`config.mk`:
```
export PLATFORM = sky130hd
export DESIGN_NAME = toggle_meter
export DESIGN_NICKNAME = d
export VERILOG_FILES = /design/src/rtl/toggle_meter_pkg.sv /design/src/rtl/toggle_sync.sv /design/src/rtl/toggle_meter.sv
export SDC_FILE = /design/constraint.sdc
export NUM_CORES = 1
export LEC_CHECK = 0
export BUFFER_PORTS_ARGS = -buffer_cell sky130_fd_sc_hd__buf_2
export CAP_MARGIN = 20
export CORE_MARGIN = 5
export CORE_UTILIZATION = 62
export CTS_BUF_LIST = sky130_fd_sc_hd__clkbuf_8 sky130_fd_sc_hd__clkbuf_16
export CTS_CLUSTER_DIAMETER = 120
export DETAILED_ROUTE_END_ITERATION = 6
export PLACE_DENSITY = 0.95
export SLEW_MARGIN = 20
export SYNTH_ARGS = -nofsm -noshare
export SYNTH_HDL_FRONTEND = slang
export SYNTH_SLANG_ARGS = --single-unit
```
`constraint.sdc`:
```
create_clock -name clk0 -period 3.2 [get_ports clk0]
set_input_delay 0.16 -clock clk0 [delete_from_list [all_inputs] [get_ports clk0]]
set_output_delay 0.16 -clock clk0 [all_outputs]
set_load 0.005 [all_outputs]
```
`src/rtl/toggle_meter_pkg.sv`:
```
// toggle_meter shared types and default parameters.
// Optional debounce selected by TOGGLE_METER_DEBOUNCE_EN.
package toggle_meter_pkg;

  typedef enum logic [2:0] {
    IDLE,
    WAIT_RISE,
    MEAS_HIGH,
    MEAS_LOW,
    REPORT
  } state_t;

  localparam int CNT_W_DEF       = 16;
  localparam int SYNC_STAGES_DEF = 2;

endpackage

```
`src/rtl/toggle_sync.sv`:
```
// q0 synchroniser with registered rise/fall pulses.
// TOGGLE_METER_DEBOUNCE_EN adds a 2-cycle level qualifier.
module toggle_sync
  import toggle_meter_pkg::*;
#(
  parameter int SYNC_STAGES = SYNC_STAGES_DEF
) (
  input  logic clk0,
  input  logic rst0,
  input  logic q0,
  output logic rise,
  output logic fall
);

  logic [SYNC_STAGES-1:0] sr;
  logic                   s;
  logic                   p;

  assign s = sr[SYNC_STAGES-1];

`ifdef TOGGLE_METER_DEBOUNCE_EN
  logic lvl;

  // lvl is the accepted level; it moves only when s and p agree
  always_ff @(posedge clk0 or posedge rst0) begin
    if (rst0) begin
      sr   <= '0;
      p    <= 1'b0;
      lvl  <= 1'b0;
      rise <= 1'b0;
      fall <= 1'b0;
    end else begin
      sr   <= {sr[SYNC_STAGES-2:0], q0};
      p    <= s;
      rise <= s & p & ~lvl;
      fall <= ~s & ~p & lvl;
      if (s == p)
        lvl <= s;
    end
  end
`else
  always_ff @(posedge clk0 or posedge rst0) begin
    if (rst0) begin
      sr   <= '0;
      p    <= 1'b0;
      rise <= 1'b0;
      fall <= 1'b0;
    end else begin
      sr   <= {sr[SYNC_STAGES-2:0], q0};
      p    <= s;
      rise <= s & ~p;
      fall <= ~s & p;
    end
  end
`endif

endmodule

```
`src/rtl/toggle_meter.sv`:
```
// Measures one high and one low phase of q0 in clk0 cycles.
// Build option: TOGGLE_METER_DEBOUNCE_EN (see toggle_sync).
module toggle_meter
  import toggle_meter_pkg::*;
#(
  parameter int CNT_W       = CNT_W_DEF,
  parameter int SYNC_STAGES = SYNC_STAGES_DEF
) (
  input  logic             clk0,
  input  logic             rst0,
  input  logic             q0,
  input  logic             en0,
  output logic             m_valid,
  input  logic             m_ready,
  output logic [CNT_W-1:0] high_cnt,
  output logic [CNT_W-1:0] low_cnt,
  output logic             ovf
);

  localparam logic [CNT_W-1:0] CMAX = '1;
  localparam logic [CNT_W-1:0] ONE  = 1;

  state_t           state;
  state_t           state_n;
  logic             rise;
  logic             fall;
  logic [CNT_W-1:0] hc;
  logic [CNT_W-1:0] lc;
  logic             hs;
  logic             ls;

  toggle_sync #(
    .SYNC_STAGES(SYNC_STAGES)
  ) u_sync (
    .clk0(clk0),
    .rst0(rst0),
    .q0  (q0),
    .rise(rise),
    .fall(fall)
  );

  always_ff @(posedge clk0 or posedge rst0) begin
    if (rst0)
      state <= IDLE;
    else
      state <= state_n;
  end

  always_comb begin
    state_n = state;
    unique case (state)
      IDLE:
        if (en0) state_n = WAIT_RISE;
      WAIT_RISE:
        if (!en0)     state_n = IDLE;
        else if (rise) state_n = MEAS_HIGH;
      MEAS_HIGH:
        if (!en0)     state_n = IDLE;
        else if (fall) state_n = MEAS_LOW;
      MEAS_LOW:
        if (!en0)     state_n = IDLE;
        else if (rise) state_n = REPORT;
      REPORT:
        if (m_ready)
          state_n = en0 ? WAIT_RISE : IDLE;
      default:
        state_n = IDLE;
    endcase
  end

  assign m_valid = (state == REPORT);

  // hs/ls record a blocked increment, i.e. cycles were lost
  always_ff @(posedge clk0 or posedge rst0) begin
    if (rst0) begin
      hc       <= '0;
      lc       <= '0;
      hs       <= 1'b0;
      ls       <= 1'b0;
      high_cnt <= '0;
      low_cnt  <= '0;
      ovf      <= 1'b0;
    end else begin
      unique case (1'b1)
        state_n == IDLE: begin
          hc <= '0;
          lc <= '0;
          hs <= 1'b0;
          ls <= 1'b0;
        end
        state == WAIT_RISE && state_n == MEAS_HIGH: begin
          hc <= ONE;
          hs <= 1'b0;
        end
        state == MEAS_HIGH && state_n == MEAS_HIGH: begin
          if (hc == CMAX) hs <= 1'b1;
          else            hc <= hc + ONE;
        end
        state == MEAS_HIGH && state_n == MEAS_LOW: begin
          lc <= ONE;
          ls <= 1'b0;
        end
        state == MEAS_LOW && state_n == MEAS_LOW: begin
          if (lc == CMAX) ls <= 1'b1;
          else            lc <= lc + ONE;
        end
        state == MEAS_LOW && state_n == REPORT: begin
          high_cnt <= hc;
          low_cnt  <= lc;
          ovf      <= hs | ls;
        end
        default: ;
      endcase
    end
  end

endmodule

```
==> results of run 1 <==
-- cell usage after synthesis (6+ instances only) --
master and instances:
dfrtp_1 75, mux2_2 32, nand2_1 28, nor2_1 24, nand3_1 13, nor3_1 11, o21ai_0 11, a21oi_1 9
inv_1 7, a211o_1 6, and3_1 6, nand4_1 6, or3_1 6, xor2_1 6
-- power by group --
group / switching, mW / total, mW / internal [mW]
clock: 0.323 / 0.611 / 0.289
sequential: 0.0111 / 0.969 / 0.957
combinational: 0.0528 / 0.0750 / 0.0221
total: 0.387 / 1.65 / 1.27
-- cells by family (layout without fill, tap and decap cells) --
family	count (synthesis)	after routing
XOR/XNOR	8	8
adder cells (fa/ha/maj)	2	2
multiplexers	35	35
flip-flops	75	75
buffers and inverters	16	66
AO/OA/AOI/OAI	55	55
AND/OR/NAND/NOR	117	117
-- flip-flops by register name, summed over array words and instances, names as in the netlist --
register	count
u_sync.p	1
u_sync.sr	2
hs	1
ovf	1
low_cnt	16
ls	1
state	3
high_cnt	16
u_sync.rise	1
u_sync.fall	1
hc	16
lc	16
-- placed cells by master, fill, tap and decap left out, types with 4 or more instances in the layout --
cell and count:
mux2_2 32, a211o_1 6, nand3_1 13, nand2_1 28, o21ai_0 11, clkbuf_8 10
xor2_1 6, a31oi_1 4, dfrtp_1 75, nor3_1 11, nor2_1 23, buf_4 5
and3_1 6, inv_1 8, a21oi_1 9, nand4_1 6, buf_2 38, and4_1 4
nor2b_1 4, or3_1 6
-- through the flow --
step | cell area, µm² | std cells
after CTS | 3881 | 430
after floorplan | 3433 | 308
after detailed placement | 3711 | 414
after global placement | 3711 | 414
after global routing | 3881 | 430
final | 3881 | 430
-- path summary, 6_finish.rpt --
| kind | to | slack (ns) |
|---|---|---|
| worst min register to register | u_sync.sr[1] | 0.35 |
| worst max-delay path | hc[15] | 0.75 |
| worst min-delay path | high_cnt[10] | 0.01 |
| worst max register to register | hc[15] | 0.75 |
| max in group asynchronous | hc[1] | 2.43 |
| min in group clk0 | state[0] | 0.14 |
-- cell type report --
type                    instances  area [µm²]
clock buffers                  10       137.6
clock inverters                 5       22.52
fillers                       377        1558
inverters                       7       26.28
multi-input cells             217        1490
flip-flops and latches         75        1877
well taps                      72       90.09
repair buffers                 44       237.7
-- metal layers --
metal  vias up  track usage
met2        71       0.3551
met4         0      0.06619
met3        13      0.05692
met5         -            0
li1       1228            -
met1      1288       0.2778
-- timing repair --
action                                  in CTS  in global routing
hold endpoints to repair                     1                  0
endpoints found under the setup margin       0                  0
hold buffers                                 1                  0
==> results.yml, run 1 <==
route:
  wl_met3_um: 360
  drtIter0Drc: 153
  viasPerCell: 6.047
  top_layer: "met4"
  dr_wl_met2_um: 3595
  firstDrtPassIters: 4
  ant_nets: 0
  drc: 0
  wl_met1_um: 3031
  wl_per_cell_um: 16.51
  wl_um: 7099
  vias: 2600
global_routing:
  grt_antenna_before_repair: 0
  grt.overflow.total: 0
  grt_pass1_wl_um: 12400
  grt_pass1_vias: 2649
  track_usage: 0.2144
  grt_max_degree: 45
synth:
  synth_fp_nets: 315
  synth_top_area_frac: 0.5466
  yosys-top-cells-area: "dfrtp_1 55%, mux2_2 10%, nand2_1 3.1%, nor2_1 2.6%, nand3_1 1.9%"
  synth_xor_area_frac: 0.02041
  synth_top_family_by_area: "simple AND/OR/NAND/NOR gates"
  synth_cells: 308
  synth_adder_area_share: 0.007289
  yosysSeqAreaShare: 0.5466
  syn_area_um2: 3433
  synth_compound_area_frac: 0.1115
  yosysWarnings: 0
  synth_ff_type: "dfrtp_1"
  synth.avg_cell_area_um2: 11.15
  synth_top_area_cell: "dfrtp_1"
  synth-simple-area-share: 0.1804
  netlist-cell-type-count: 47
  muxShareOfSynthArea: 0.1137
  postSynth.asyncResetShare: 1.000
  synth-edff-count: 0
  synth-seq-cells: 75
power:
  power_density_nw_per_um2: 426.4
  vdd_drop_max_v: 0.0003882
  power_mw: 1.655
  p_leak_nw: 1.990
worst_setup_path:
  crit_chain: "nand3b_4 -> or3_1 -> a31oi_1 -> nor2_1 -> a211o_1"
  start_kind: "register"
  slowest_delay_ns: 0.69
  crit_start: "state[1]"
  cp.arrival_ns: 2.68
  critPathTopFamily: "compound AO/OA/AOI/OAI gates"
  path_depth: 5
  reg2reg_depth: 5
  reg2reg_from: "state[1]"
  worst-path-max-fanout: 11
  end_kind: "register"
  required_ns: 3.44
  worst-path-buf-inv: 0
  worstSetupPathType: "register to register"
  critPathSlowestCell: "a31oi_1"
cts:
  cts_tree: "yes"
  clk_latency_ns: 0.34
  cts_made_buffers: 9
  cts_sinks: 75
  cts_resized: 0
  root_buffer: "clkbuf_8"
  clkTransAtPathRegs_ns: 0.07
  clockBufferDepth: 2
  h-tree-depth: 3
  post-cts-setup-buffers: 0
timing:
  layout_worst_path_cycle_share: 0.7648
  maxSlewViolCount: 0
  whs_ns: 0.01147
  setup_violations: 0
  max_freq_mhz: 408.6
  hold_violations: 0
  fin_ws_ns: 0.7526
  worst_pin_slew_ns: 0.9012
  finalSetupTns_ns: 0
  finClkSkew_ns: 0.008874
  slew_headroom: 0.3983
  rsz0062_at_grt: "false"
  layout_min_cycle_time_ns: 2.447
floorplan:
  die_area_um2: 7126
  design.core.area_um2: 5439
  die_h_um: 84.42
  start_util: 0.6312
  std_cell_rows: 27
  io_pins: 39
  die_w_um: 84.42
run_status:
  run_status: "complete, no violations"
cells_and_area:
  nets: 361
  area_growth_pct: 13.05
  drive_above_1_share: 0.2598
  antenna_cells: 0
  fin_util: 0.7136
placement:
  place.gp.congestion: 0.8454
  pre_cts_slack_ns: 0.7878
  portBuffers: 38
  dpl.hpwl_um: 4972
worst_hold_path:
  hp-class: "input pin to async pin"
run:
  cap_violations: 0
No activity file was read; power rests on OpenSTA's default activity.
==> run 2: changes to the inputs <==
ABC_AREA = 1   (was unset)
CORE_UTILIZATION = 58   (was 62)
PLACE_DENSITY = 0.9   (was 0.95)
clock period = 2.3 ns   (was 3.2 ns; I/O delays follow)
==> run 2 against run 1 <==
  * Non-clock buffer count down 2
  * Setup slack worse by 0.47 ns
  * Total power up 66%
  * Critical path depth up 4
  * Combinational power rose to 3.9 times the previous value
  * Count of clock-buffer cells in the layout unchanged
  * Utilization down 2.9 points
  * Flip-flop and latch count unchanged
  * Critical path type unchanged
  * Critical endpoint is now lc[15]
==> results.yml, run 2 <==
timing:
  setup_violations: 0
  rsz0062_at_grt: "false"
  maxSlewViolCount: 0
  layout_min_cycle_time_ns: 2.013
  finalSetupTns_ns: 0
  finClkSkew_ns: 0.01017
  slew_headroom: 0.6490
  max_freq_mhz: 496.7
  worst_pin_slew_ns: 0.5265
  hold_violations: 0
  layout_worst_path_cycle_share: 0.8753
route:
  drc: 0
  wl_um: 7534
  viasPerCell: 5.442
  wl_per_cell_um: 13.98
  ant_nets: 0
  vias: 2933
  firstDrtPassIters: 4
  drtIter0Drc: 140
cells_and_area:
  antenna_cells: 0
  final_cells: 539
  fillers: 467
  fin_util: 0.6844
  multi_input_area_um2: 1465
  nets: 466
  design_area_um2: 4100
  register_area_um2: 1877
  area_growth_pct: 13.55
  mostFrequentLayoutCells: "101 x nand2_1, 75 x dfrtp_1, 51 x inv_1"
  final_common_cell: "nand2_1"
  drive_above_1_share: 0.1897
synth:
  synth_common_cells: "101 x nand2_1, 75 x dfrtp_1, 50 x inv_1, 39 x o21ai_0, 36 x nand3_1"
  synth_top_area_cell: "dfrtp_1"
  netlist-cell-type-count: 32
  synth_cells: 416
  synth_fp_nets: 423
  yosysSeqAreaShare: 0.5198
  synth-seq-cells: 75
  syn_area_um2: 3611
  yosysWarnings: 0
  synth-edff-count: 0
  yosysMostFrequentCell: "nand2_1"
  synth_ff_type: "dfrtp_1"
  synth_top_area_frac: 0.5198
  yosys-top-cells-area: "dfrtp_1 52%, nand2_1 10%, o21ai_0 5.4%, inv_1 5.2%, nand3_1 5.0%"
  postSynth.asyncResetShare: 1.000
  synth.avg_cell_area_um2: 8.680
floorplan:
  design.core.area_um2: 5991
  die_w_um: 88.91
  std_cell_rows: 28
  start_util: 0.6028
  die_h_um: 88.91
  die_area_um2: 7904
  io_pins: 39
worst_setup_path:
  reg2reg_depth: 9
  required_ns: 2.58
  crit_start: "lc[0]"
  crit_end: "lc[15]"
  start_kind: "register"
  r2r_end: "lc[15]"
  reg2reg_from: "lc[0]"
  end_kind: "register"
  cp.arrival_ns: 2.30
  worst-path-max-fanout: 14
  r2r_slack_ns: 0.29
  worstSetupPathType: "register to register"
placement:
  dpl.hpwl_um: 5203
  portBuffers: 38
  placedInstanceArea_um2: 3861
  place.gp.congestion: 0.8810
  dp.cells: 521
run:
  cap_violations: 0
cts:
  holdBufCountCts: 2
  root_buffer: "clkbuf_8"
  clockBufferDepth: 2
  post-cts-setup-buffers: 0
  clk_latency_ns: 0.34
  clkTransAtPathRegs_ns: 0.07
  cts_resized: 0
  h-tree-depth: 3
  cts_sinks: 75
  cts_made_buffers: 9
  cts_tree: "yes"
global_routing:
  gr-max-usage-layer: "met2"
  track_usage: 0.2092
  grt_pass1_wl_um: 12920
  grt_antenna_before_repair: 0
  grt.overflow.total: 0
  grt_max_degree: 76
  grt_use_met1: 0.2408
  grt_pass1_vias: 3041
  met3_usage: 0.03687
  grtUsageMet2: 0.3725
power:
  p_leak_nw: 2.060
  vdd_drop_max_v: 0.0005307
  power_density_nw_per_um2: 668.7
run_status:
  run_status: "complete, no violations"
worst_hold_path:
  hp-class: "input pin to register"
  worst_hold_path.num_cells: 4
run 2: cell count changes in the layout (fill, tap and decap cells not counted), sizes merged, moves of 7 or more:
cell / before / now
nand2: 28 / 107
inv: 9 / 56
nand3: 13 / 45
o21ai: 11 / 42
mux2: 32 / 3
xor2: 6 / 17
a21oi: 9 / 2
o22ai: 2 / 9
run 2: where the power goes:
group / internal, mW / switching (mW) / total (mW)
sequential: 1.34 / 0.0161 / 1.35
combinational: 0.0726 / 0.221 / 0.294
clock: 0.633 / 0.463 / 1.10
run 2: metal layers:
layer,routed length [µm],part of all wire
met2,3885,0.52
met5,0,0
met1,3100,0.41
met3,375,0.050
met4,174,0.023
run 2: cells by family (layout without fill, tap and decap cells):
family                   Yosys count  count (layout)  synth area share
AND/OR/NAND/NOR                  201             201            0.2717
flip-flops                        75              75            0.5198
buffers and inverters             65             113           0.07449
AO/OA/AOI/OAI                     53              53           0.07658
XOR/XNOR                          17              17           0.04123
multiplexers                       3               3          0.009355
adder cells (fa/ha/maj)            2               2          0.006929
run 2: worst min path at each step:
stage	startpoint	end	slack [ns]
after floorplan	q0	u_sync.sr[0]	0.15
after global placement	q0	u_sync.sr[0]	0.22
after detailed placement	q0	u_sync.sr[0]	0.22
after CTS	m_ready	state[2]	0.11
after global routing	m_ready	state[2]	0.14
final	m_ready	state[2]	0.12
run 2: layout make-up:
class / count / share of cell area
clock buffer: 10 / 0.03357
clock inverter: 6 / 0.01984
inverter: 55 / 0.05066
multi-input combinational: 276 / 0.3573
sequential: 75 / 0.4577
tap: 75 / 0.02289
timing repair buffer: 42 / 0.05798
run 2: worst max-delay path, stage by stage (launching register included):
cell	delay, ns
dfrtp_1	0.44
ha_1	0.23
nand3_2	0.13
nor2_1	0.20
nand3_1	0.13
nand2_1	0.21
nand3_2	0.28
inv_1	0.19
nand2_1	0.08
nand2_1	0.07
run 2: metrics by stage:
| stage | power, mW | setup slack, ns | hold WS (ns) |
|---|---|---|---|
| 2_1_floorplan | 1.623 | 0.2750 | 0.1464 |
| 3_3_place_gp | 1.656 | 0.5301 | 0.2235 |
| 3_5_place_dp | 1.670 | 0.3355 | 0.2243 |
| 4_1_cts | 2.764 | 0.2960 | 0.1125 |
| 5_1_grt | 2.872 | 0.07983 | 0.1354 |
| 6_report | 2.742 | 0.2868 | 0.1190 |
